==> src/rtl/ccd_frame_writer_pkg.sv <==
// ccd_frame_writer_pkg: shared FSM state type and RGB565 conversion helper
package ccd_frame_writer_pkg;
    typedef enum logic [1:0] {IDLE, WAIT_FRAME, CAPTURE, DRAIN} state_t;
    localparam int RGB565_W = 16;
    function automatic logic [RGB565_W-1:0] to_rgb565(input logic [11:0] r, input logic [11:0] g, input logic [11:0] b);
        return {r[11:7], g[11:6], b[11:7]};
    endfunction
endpackage

==> src/rtl/ccd_word_fifo.sv <==
// ccd_word_fifo: show-ahead synchronous FIFO; a full FIFO still accepts a push when popped in the same cycle
module ccd_word_fifo #(
    parameter int DEPTH = 16,
    parameter int W = 32
) (
    input  logic         iclk,
    input  logic         irst,
    input  logic         push,
    input  logic [W-1:0] din,
    input  logic         pop,
    output logic [W-1:0] dout,
    output logic         full,
    output logic         empty
);
    localparam int AW = $clog2(DEPTH);
    logic [W-1:0] mem [DEPTH];
    logic [AW:0] wr_ptr, rd_ptr;
    logic do_push, do_pop;
    assign empty = wr_ptr == rd_ptr;
    assign full = (wr_ptr[AW] != rd_ptr[AW]) && (wr_ptr[AW-1:0] == rd_ptr[AW-1:0]);
    assign do_pop = pop && !empty;
    assign do_push = push && (!full || do_pop);
    assign dout = mem[rd_ptr[AW-1:0]];
    always_ff @(posedge iclk) begin
        if (irst) begin
            wr_ptr <= '0;
            rd_ptr <= '0;
        end else begin
            if (do_push) wr_ptr <= wr_ptr + 1'b1;
            if (do_pop) rd_ptr <= rd_ptr + 1'b1;
        end
    end
    always_ff @(posedge iclk) begin
        if (do_push) mem[wr_ptr[AW-1:0]] <= din;
    end
endmodule

==> src/rtl/ccd_frame_writer.sv <==
// ccd_frame_writer: captures whole camera frames as packed RGB565 pairs and writes them over an Avalon-MM master
module ccd_frame_writer
    import ccd_frame_writer_pkg::*;
#(
    parameter int H_ACTIVE = 640,
    parameter int V_ACTIVE = 480,
    parameter int FIFO_DEPTH = 16
) (
    input  logic        iclk,
    input  logic        irst,
    input  logic [11:0] ired,
    input  logic [11:0] igreen,
    input  logic [11:0] iblue,
    input  logic        idval,
    input  logic [31:0] iframe_cont,
    input  logic        ienable,
    input  logic [31:0] ibase_addr,
    output logic [31:0] oaddress,
    output logic        owrite,
    output logic [31:0] owritedata,
    input  logic        iwaitrequest,
    output logic        oframe_done,
    output logic        ooverflow,
    output logic        obusy
);
    localparam int PIXELS = H_ACTIVE * V_ACTIVE;
    localparam int WORDS = PIXELS / 2;
    localparam int PW = $clog2(PIXELS + 1);
    localparam int WW = $clog2(WORDS + 1);
    state_t state, state_nxt;
    logic [31:0] last_frame_cont, next_addr, fifo_dout;
    logic [PW-1:0] pix_cnt;
    logic [WW-1:0] word_idx;
    logic [RGB565_W-1:0] px, even_px;
    logic odd_phase, aborted, frame_edge, frame_start, pix_ok, last_pix;
    logic push, pop, ovf, accept, fifo_full, fifo_empty;
    assign frame_edge = iframe_cont != last_frame_cont;
    assign frame_start = state == WAIT_FRAME && ienable && frame_edge;
    assign pix_ok = state == CAPTURE && idval && !frame_edge;
    assign last_pix = pix_ok && pix_cnt == PW'(PIXELS - 1);
    assign px = to_rgb565(ired, igreen, iblue);
    assign push = pix_ok && odd_phase;
    // the next word is popped in the accept cycle so back-to-back writes need no bubble
    assign pop = !fifo_empty && (!owrite || !iwaitrequest);
    assign ovf = push && fifo_full && !pop;
    assign accept = owrite && !iwaitrequest;
    ccd_word_fifo #(.DEPTH(FIFO_DEPTH), .W(32)) u_fifo (
        .iclk (iclk),
        .irst (irst),
        .push (push),
        .din  ({px, even_px}),
        .pop  (pop),
        .dout (fifo_dout),
        .full (fifo_full),
        .empty(fifo_empty)
    );
    always_ff @(posedge iclk) begin
        if (irst) state <= IDLE;
        else state <= state_nxt;
    end
    always_comb begin
        state_nxt = state;
        case (state)
            IDLE:       state_nxt = ienable ? WAIT_FRAME : IDLE;
            WAIT_FRAME: state_nxt = !ienable ? IDLE : frame_edge ? CAPTURE : WAIT_FRAME;
            CAPTURE:    state_nxt = (last_pix || ovf || frame_edge) ? DRAIN : CAPTURE;
            DRAIN:      state_nxt = (fifo_empty && !owrite) ? (ienable ? WAIT_FRAME : IDLE) : DRAIN;
            default:    state_nxt = IDLE;
        endcase
    end
    always_comb begin
        obusy = state == CAPTURE || state == DRAIN;
    end
    always_ff @(posedge iclk) begin
        last_frame_cont <= iframe_cont;
        if (irst) begin
            pix_cnt <= '0;
            word_idx <= '0;
            even_px <= '0;
            odd_phase <= 1'b0;
            aborted <= 1'b0;
            next_addr <= '0;
            owrite <= 1'b0;
            oaddress <= '0;
            owritedata <= '0;
            oframe_done <= 1'b0;
            ooverflow <= 1'b0;
        end else begin
            oframe_done <= accept && word_idx == WW'(WORDS - 1) && !aborted;
            if (ovf) ooverflow <= 1'b1;
            if (frame_start) begin
                pix_cnt <= '0;
                word_idx <= '0;
                odd_phase <= 1'b0;
                aborted <= 1'b0;
                next_addr <= ibase_addr;
            end else begin
                if (pix_ok) begin
                    pix_cnt <= pix_cnt + 1'b1;
                    odd_phase <= !odd_phase;
                    if (!odd_phase) even_px <= px;
                end
                if (state == CAPTURE && (ovf || frame_edge)) aborted <= 1'b1;
                if (accept) word_idx <= word_idx + 1'b1;
                if (pop) next_addr <= next_addr + 32'd4;
            end
            if (pop) begin
                owrite <= 1'b1;
                oaddress <= next_addr;
                owritedata <= fifo_dout;
            end else if (accept) begin
                owrite <= 1'b0;
            end
        end
    end
endmodule

==> config.mk <==
export PLATFORM = sky130hd
export DESIGN_NAME = ccd_frame_writer
export DESIGN_NICKNAME = d
export VERILOG_FILES = /design/src/rtl/ccd_frame_writer_pkg.sv /design/src/rtl/ccd_word_fifo.sv /design/src/rtl/ccd_frame_writer.sv
export SDC_FILE = /design/constraint.sdc
export NUM_CORES = 1
export LEC_CHECK = 0
export ABC_AREA = 1
export CAP_MARGIN = 10
export CELL_PAD_IN_SITES_DETAIL_PLACEMENT = 1
export CELL_PAD_IN_SITES_GLOBAL_PLACEMENT = 1
export CORE_MARGIN = 2
export CORE_UTILIZATION = 25
export DETAILED_ROUTE_END_ITERATION = 6
export GPL_TIMING_DRIVEN = 0
export HOLD_SLACK_MARGIN = 0.06
export PLACE_DENSITY = 0.54
export SETUP_SLACK_MARGIN = 0.4
export SLEW_MARGIN = 15
export SYNTH_ARGS = -nofsm -noshare
export SYNTH_HDL_FRONTEND = slang
export SYNTH_SLANG_ARGS = --single-unit
==> constraint.sdc <==
create_clock -name iclk -period 8.78 [get_ports iclk]
set_input_delay 0.878 -clock iclk [delete_from_list [all_inputs] [get_ports iclk]]
set_output_delay 0.878 -clock iclk [all_outputs]
set_load 0.005 [all_outputs]
Word-level counts from Yosys, hierarchy flattened
Memory sizes are Yosys's and may differ from the RTL's. A register that Yosys moved wholly into a read port is not among the register bits.
Index checks and enable logic that the tools add are counted.
{ "word_totals": {"register_bits": 166, "ramBits": 512, "inputBits": 105, "out_inout_bits": 68, "word_cells": 79, "memories": 1} }
{ "op_classes": {"n_addsub": 5, "n_eq_ne": 9, "muxes": 12, "n_bitwise": 2, "n_reduce_logical": 36} }
{ "memory_table": {"columns": ["memory", "words", "word_bits", "rd", "rd_ports_with_merged_regs", "write_ports", "line", "source"], "rows": [
  ["u_fifo.mem", 16, 32, 1, 1, 1, "ccd_word_fifo.sv:16", "logic [W-1:0] mem [DEPTH];"]
]} }
{ "op_table": {"columns": ["cell", "n"], "rows": [
  ["$mux W32", 2],
  ["$add A32 B3 Y32 const B", 1],
  ["$ne A32 B32 Y1", 1],
  ["$add A19 B1 Y19 const B", 1],
  ["$eq A19 B19 Y1 const B", 1],
  ["$add A18 B1 Y18 const B", 1],
  ["$eq A18 B18 Y1 const B", 1],
  ["$logic_and A1 B1 Y1", 17],
  ["$add A5 B1 Y5 const B", 2],
  ["$logic_not A1 Y1", 8],
  ["$pmux W2 S4", 1],
  ["$logic_or A1 B1 Y1", 6],
  ["$mux W1", 6],
  ["$mux W2", 3],
  ["$eq A5 B5 Y1", 1],
  ["$eq A2 B2 Y1 const B", 2],
  ["$eq A4 B4 Y1", 1],
  ["$reduce_bool A2 Y1", 2],
  ["$reduce_and A3 Y1", 1],
  ["$eq A2 B1 Y1 const B", 1],
  ["$logic_not A2 Y1", 1],
  ["$not A1 Y1", 2],
  ["$reduce_or A2 Y1", 1],
  ["$ne A1 B1 Y1", 1]
]} }

Depth between registers and ports, before layout
{ "logic_depth": {"word_depth": 10, "depth_mapped": 15, "depth_no_buf": 15} }

Hierarchy
From an unflattened synthesis, not the netlist that was laid out.
{ "unflattened": {"cells_unflattened": 2898, "area_unflattened_um2": 29487.0} }
{ "by_module_without_submodules": {"columns": ["module", "n_inst", "cells_per_inst", "area_per_inst_um2", "seq_area_each_um2"], "rows": [
  ["ccd_word_fifo", 1, 1606, 20772.4, 15655.0],
  ["ccd_frame_writer", 1, 1292, 8714.6, 3763.6]
]} }

Worst setup path after synthesis
No wires, ideal clock.
{ "synth_path": {"path_type": "input -> register", "from": "input port iframe_cont[17]", "to": "memory u_fifo.mem[11][0] (enable)", "setup_time_ns": 0.421, "arrival_ns": 3.298, "t_required_ns": 8.359, "path_slack_ns": 5.061, "cell_stages": 14, "path_buffers": 0, "path_cell_list": "inv_1 nand2_1 nand2_1 nor2_1 nand2_1 nor2_1 nand2_1 nor2_4 nand2_4 nor2_4 nand2_4 nor2_2 nand2_1 nor2_1"} }
{ "synth_via": {"elab_chain_len": 7} }
{ "synth_rtl": {"columns": ["item", "line", "source"], "rows": [
  ["from (decl)", "ccd_frame_writer.sv:15", "input logic [31:0] iframe_cont,"],
  ["$ne A32 B32 Y1", "ccd_frame_writer.sv:37", "assign frame_edge = iframe_cont != last_frame_cont;"],
  ["$logic_not A1 Y1", "ccd_frame_writer.sv:39", "assign pix_ok = state == CAPTURE && idval && !frame_edge;"],
  ["$logic_and A1 B1 Y1", "ccd_frame_writer.sv:39", null],
  ["$logic_and A1 B1 Y1", "ccd_frame_writer.sv:42", "assign push = pix_ok && odd_phase;"],
  ["$logic_and A1 B1 Y1", "ccd_word_fifo.sv:22", "assign do_push = push && (!full || do_pop);"],
  ["$mux W1", "ccd_word_fifo.sv:34", "if (do_push) mem[wr_ptr[AW-1:0]] <= din;"],
  ["$mux W1 (implied by the code)", "ccd_word_fifo.sv:34", null],
  ["to (decl)", "ccd_word_fifo.sv:16", null]
]} }
No other way between the ends.

Final worst setup path
{ "layout_path": {"from": "input port iframe_cont[16]", "to": "memory u_fifo.mem[4][24] (enable)"} }
Same word-level chain as after synthesis.

==> results.ini <==
[outcome]
status = completed

[finish]
syn2layout_area_growth_pct = 23.3
final_nets = 2882
drive_above_1_share_pct = 8.68

[global_routing]
grt_pass1_vias = 21000
grt_pass1_wl_mm = 147
grt_overflow = 0
grt_max_degree = 23
grt_use_total_pct = 17.1
antenna_found_initial = 9

[critical_path]
end_kind = register
path_cells = clkdlybuf4s50_1 -> inv_1 -> nand2_1 -> nand2_1 -> nor2_1 -> nand2_1 -> nor2_1 -> nand2_1 -> nor2_4 -> nand2_4 -> nor2_4 -> nand2_4 -> inv_2 -> nand2_1 -> nor2_4 -> buf_16
crit_arrival_ps = 4120
critPathKind = primary input to register
path_common_cell = nand2_1
critical_path_buf_inv_count = 4
path_max_fanout = 17
crit_path_top_delay_cell = nor2_4
slowest_delay_ps = 700
cp.required_ps = 9120
crit_path_start_kind = primary input
crit_family = simple AND/OR/NAND/NOR gates

[detailed_routing]
dr.pass1.iters = 5
viasPerCell = 4.81
wl_per_cell_um = 23.5
drt_iter0_drc = 1887
postRouteWirelength_mm = 102
vias = 20800
drc = 0
ant_nets = 0

[cts]
cts_tree = yes
cts_hold_buf = 0
ctsResizeCount = 0
ctsHtreeMaxLevel = 3
cts_setup_buffers = 0
clk_pin_slew_ps = 50
clock_sinks = 710
cts_max_path_buffers = 3
cts_root_buffer = clkbuf_16
cts_buffers = 79
clk_latency_ps = 660

[die]
rows = 123
core_mm2 = 0.113
die_w_um = 342
dieArea_mm2 = 0.117
die_y_um = 342
initial_core_util_pct = 25.3
pin_count = 173

[timing]
fin_crit_sh_pct = 43.0
slew_violations = 0
tightestPinTransition_ps = 1030
finalSetupViolCount = 0
maxClockFrequency_mhz = 265
setup_tns_ps = 0
skew_ps = 28.2
fin_crit_ps = 3780
rsz0062_at_grt = false
finalHoldViolations = 0
setup_ws_ps = 5000
slew_headroom_pct = 31.2

[place]
dp_hpwl_mm = 71.0
place_congestion = 0.864
pre_cts_slack_ps = 4260
portBuffers = 152

[power]
power.density_mw_per_mm2 = 282
leakagePower_nw = 11.2
ir_drop_mv = 0.156

[synth]
synth_ff_type = edfxtp_1
ys_seq_elements = 710
synth_top_area_share_pct = 53.9
syn_area_mm2 = 0.0285
synth.most_common_cell = edfxtp_1
syn_inst = 2518
synth_area_leaders = edfxtp_1 54%, dfxtp_1 14%, nor2_1 6.2%, o21ai_0 4.0%, nand2_1 3.2%
synth_fp_nets = 2631
synth_cell_types = 45
synth.avg_cell_area_um2 = 11.3
yosysTopAreaCell = edfxtp_1
synthTopCellsByCount = 512 x edfxtp_1, 471 x nor2_1, 244 x nand2_1, 227 x o21ai_0, 198 x dfxtp_1
synth_edf_count = 512
synth_async_sr_flop_share_pct = 0
synth_warnings = 0
synth-seq-area-share_pct = 67.7

[worst_hold_path]
hold_class = register to register

[run]
maxCapViolCount = 0

-- cell type report --
type	instances	area, um^2
clock inverter	39	474
tap	1500	1880
inverter	147	554
multi-input combinational	1517	8140
antenna	2	5.00
buffer	144	633
sequential	710	19300
timing repair buffer	170	1940
clock buffer	106	2240
fill	12400	77600
-- final timing paths --
path                                             startpoint                          end  slack (ps)  cells past startpoint
worst max register to register  last_frame_cont[17]$_DFF_P_  u_fifo.mem[4][24]$_DFFE_PP_        5420                     15
worst min register to register    word_idx[17]$_SDFFE_PP0P_    word_idx[17]$_SDFFE_PP0P_         460                      2
worst max-delay path                        iframe_cont[16]  u_fifo.mem[4][24]$_DFFE_PP_        5000                     16
worst min-delay path              word_idx[17]$_SDFFE_PP0P_    word_idx[17]$_SDFFE_PP0P_         460                      2
-- placed cells by master, fill, tap and decap left out, types with 29 or more instances in the layout --
cell	netlist	final
edfxtp_1	512	512
nor2_1	471	455
nand2_1	244	244
o21ai_0	227	227
dfxtp_1	198	198
clkdlybuf4s50_1	0	152
inv_1	139	139
clkbuf_1	90	104
a21oi_1	93	93
nand3_1	87	87
clkbuf_16	0	82
o32ai_1	77	77
mux2i_1	51	51
o221ai_1	51	51
buf_2	44	44
xor2_1	37	37
nor3_1	29	29
-- tightest hold or removal path: stages, from the launching register on --
cell,delay (ps)
dfxtp_1,300
nand2_1,60
a21oi_1,50
-- kinds of logic (layout without fill, tap and decap cells) --
| logic type | count (synthesis) | count (layout) | synth area share (%) |
|---|---|---|---|
| AO/OA/AOI/OAI | 508 | 508 | 11.2 |
| XOR/XNOR | 49 | 49 | 1.50 |
| adder cells (fa/ha/maj) | 8 | 8 | 0.351 |
| buffers and inverters | 291 | 606 | 4.16 |
| flip-flops | 710 | 710 | 67.7 |
| multiplexers | 51 | 51 | 1.79 |
| other | 0 | 2 | 0 |
| AND/OR/NAND/NOR | 901 | 901 | 13.2 |
-- report_power, final --
part | switching (mW) | internal, mW | total (mW)
registers | 0.178 | 3.75 | 3.93
logic | 1.70 | 0.797 | 2.50
clock network | 1.43 | 2.07 | 3.51
total | 3.32 | 6.62 | 9.93
-- per-stage QoR --
stage	utilization [%]	hold WS, ps	total power, mW	std cells	cell area, um^2
after floorplan	-	431	5.11	2518	28500
after detailed placement	28.8	457	6.49	4188	32500
after global routing	31.2	489	10.3	4333	35200
after CTS	31.2	465	10.0	4333	35200
final	31.2	458	9.93	4335	35200
after global placement	28.3	448	6.47	4170	31900
-- routing by layer --
metal | wire length (um) | global-route usage, % | share of wire (%) | vias up
met3 | 6460 | 3.05 | 6.3 | 131
met1 | 47600 | 24.4 | 47 | 10600
met2 | 45300 | 26.5 | 44 | 622
li1 | - | - | - | 9532
met4 | 2390 | 4.64 | 2.3 | 4
met5 | 23 | 0 | 0.023 | -
-- registers in the layout, indices dropped and copies added, names as in the netlist --
register / cells
u_fifo.mem: 512
last_frame_cont: 32
next_addr: 32
oaddress: 32
owritedata: 32
pix_cnt: 19
word_idx: 18
even_px: 16
u_fifo.rd_ptr: 5
u_fifo.wr_ptr: 5
state: 2
aborted: 1
odd_phase: 1
oframe_done: 1
ooverflow: 1
owrite: 1
No activity file was read; power rests on OpenSTA's default activity.
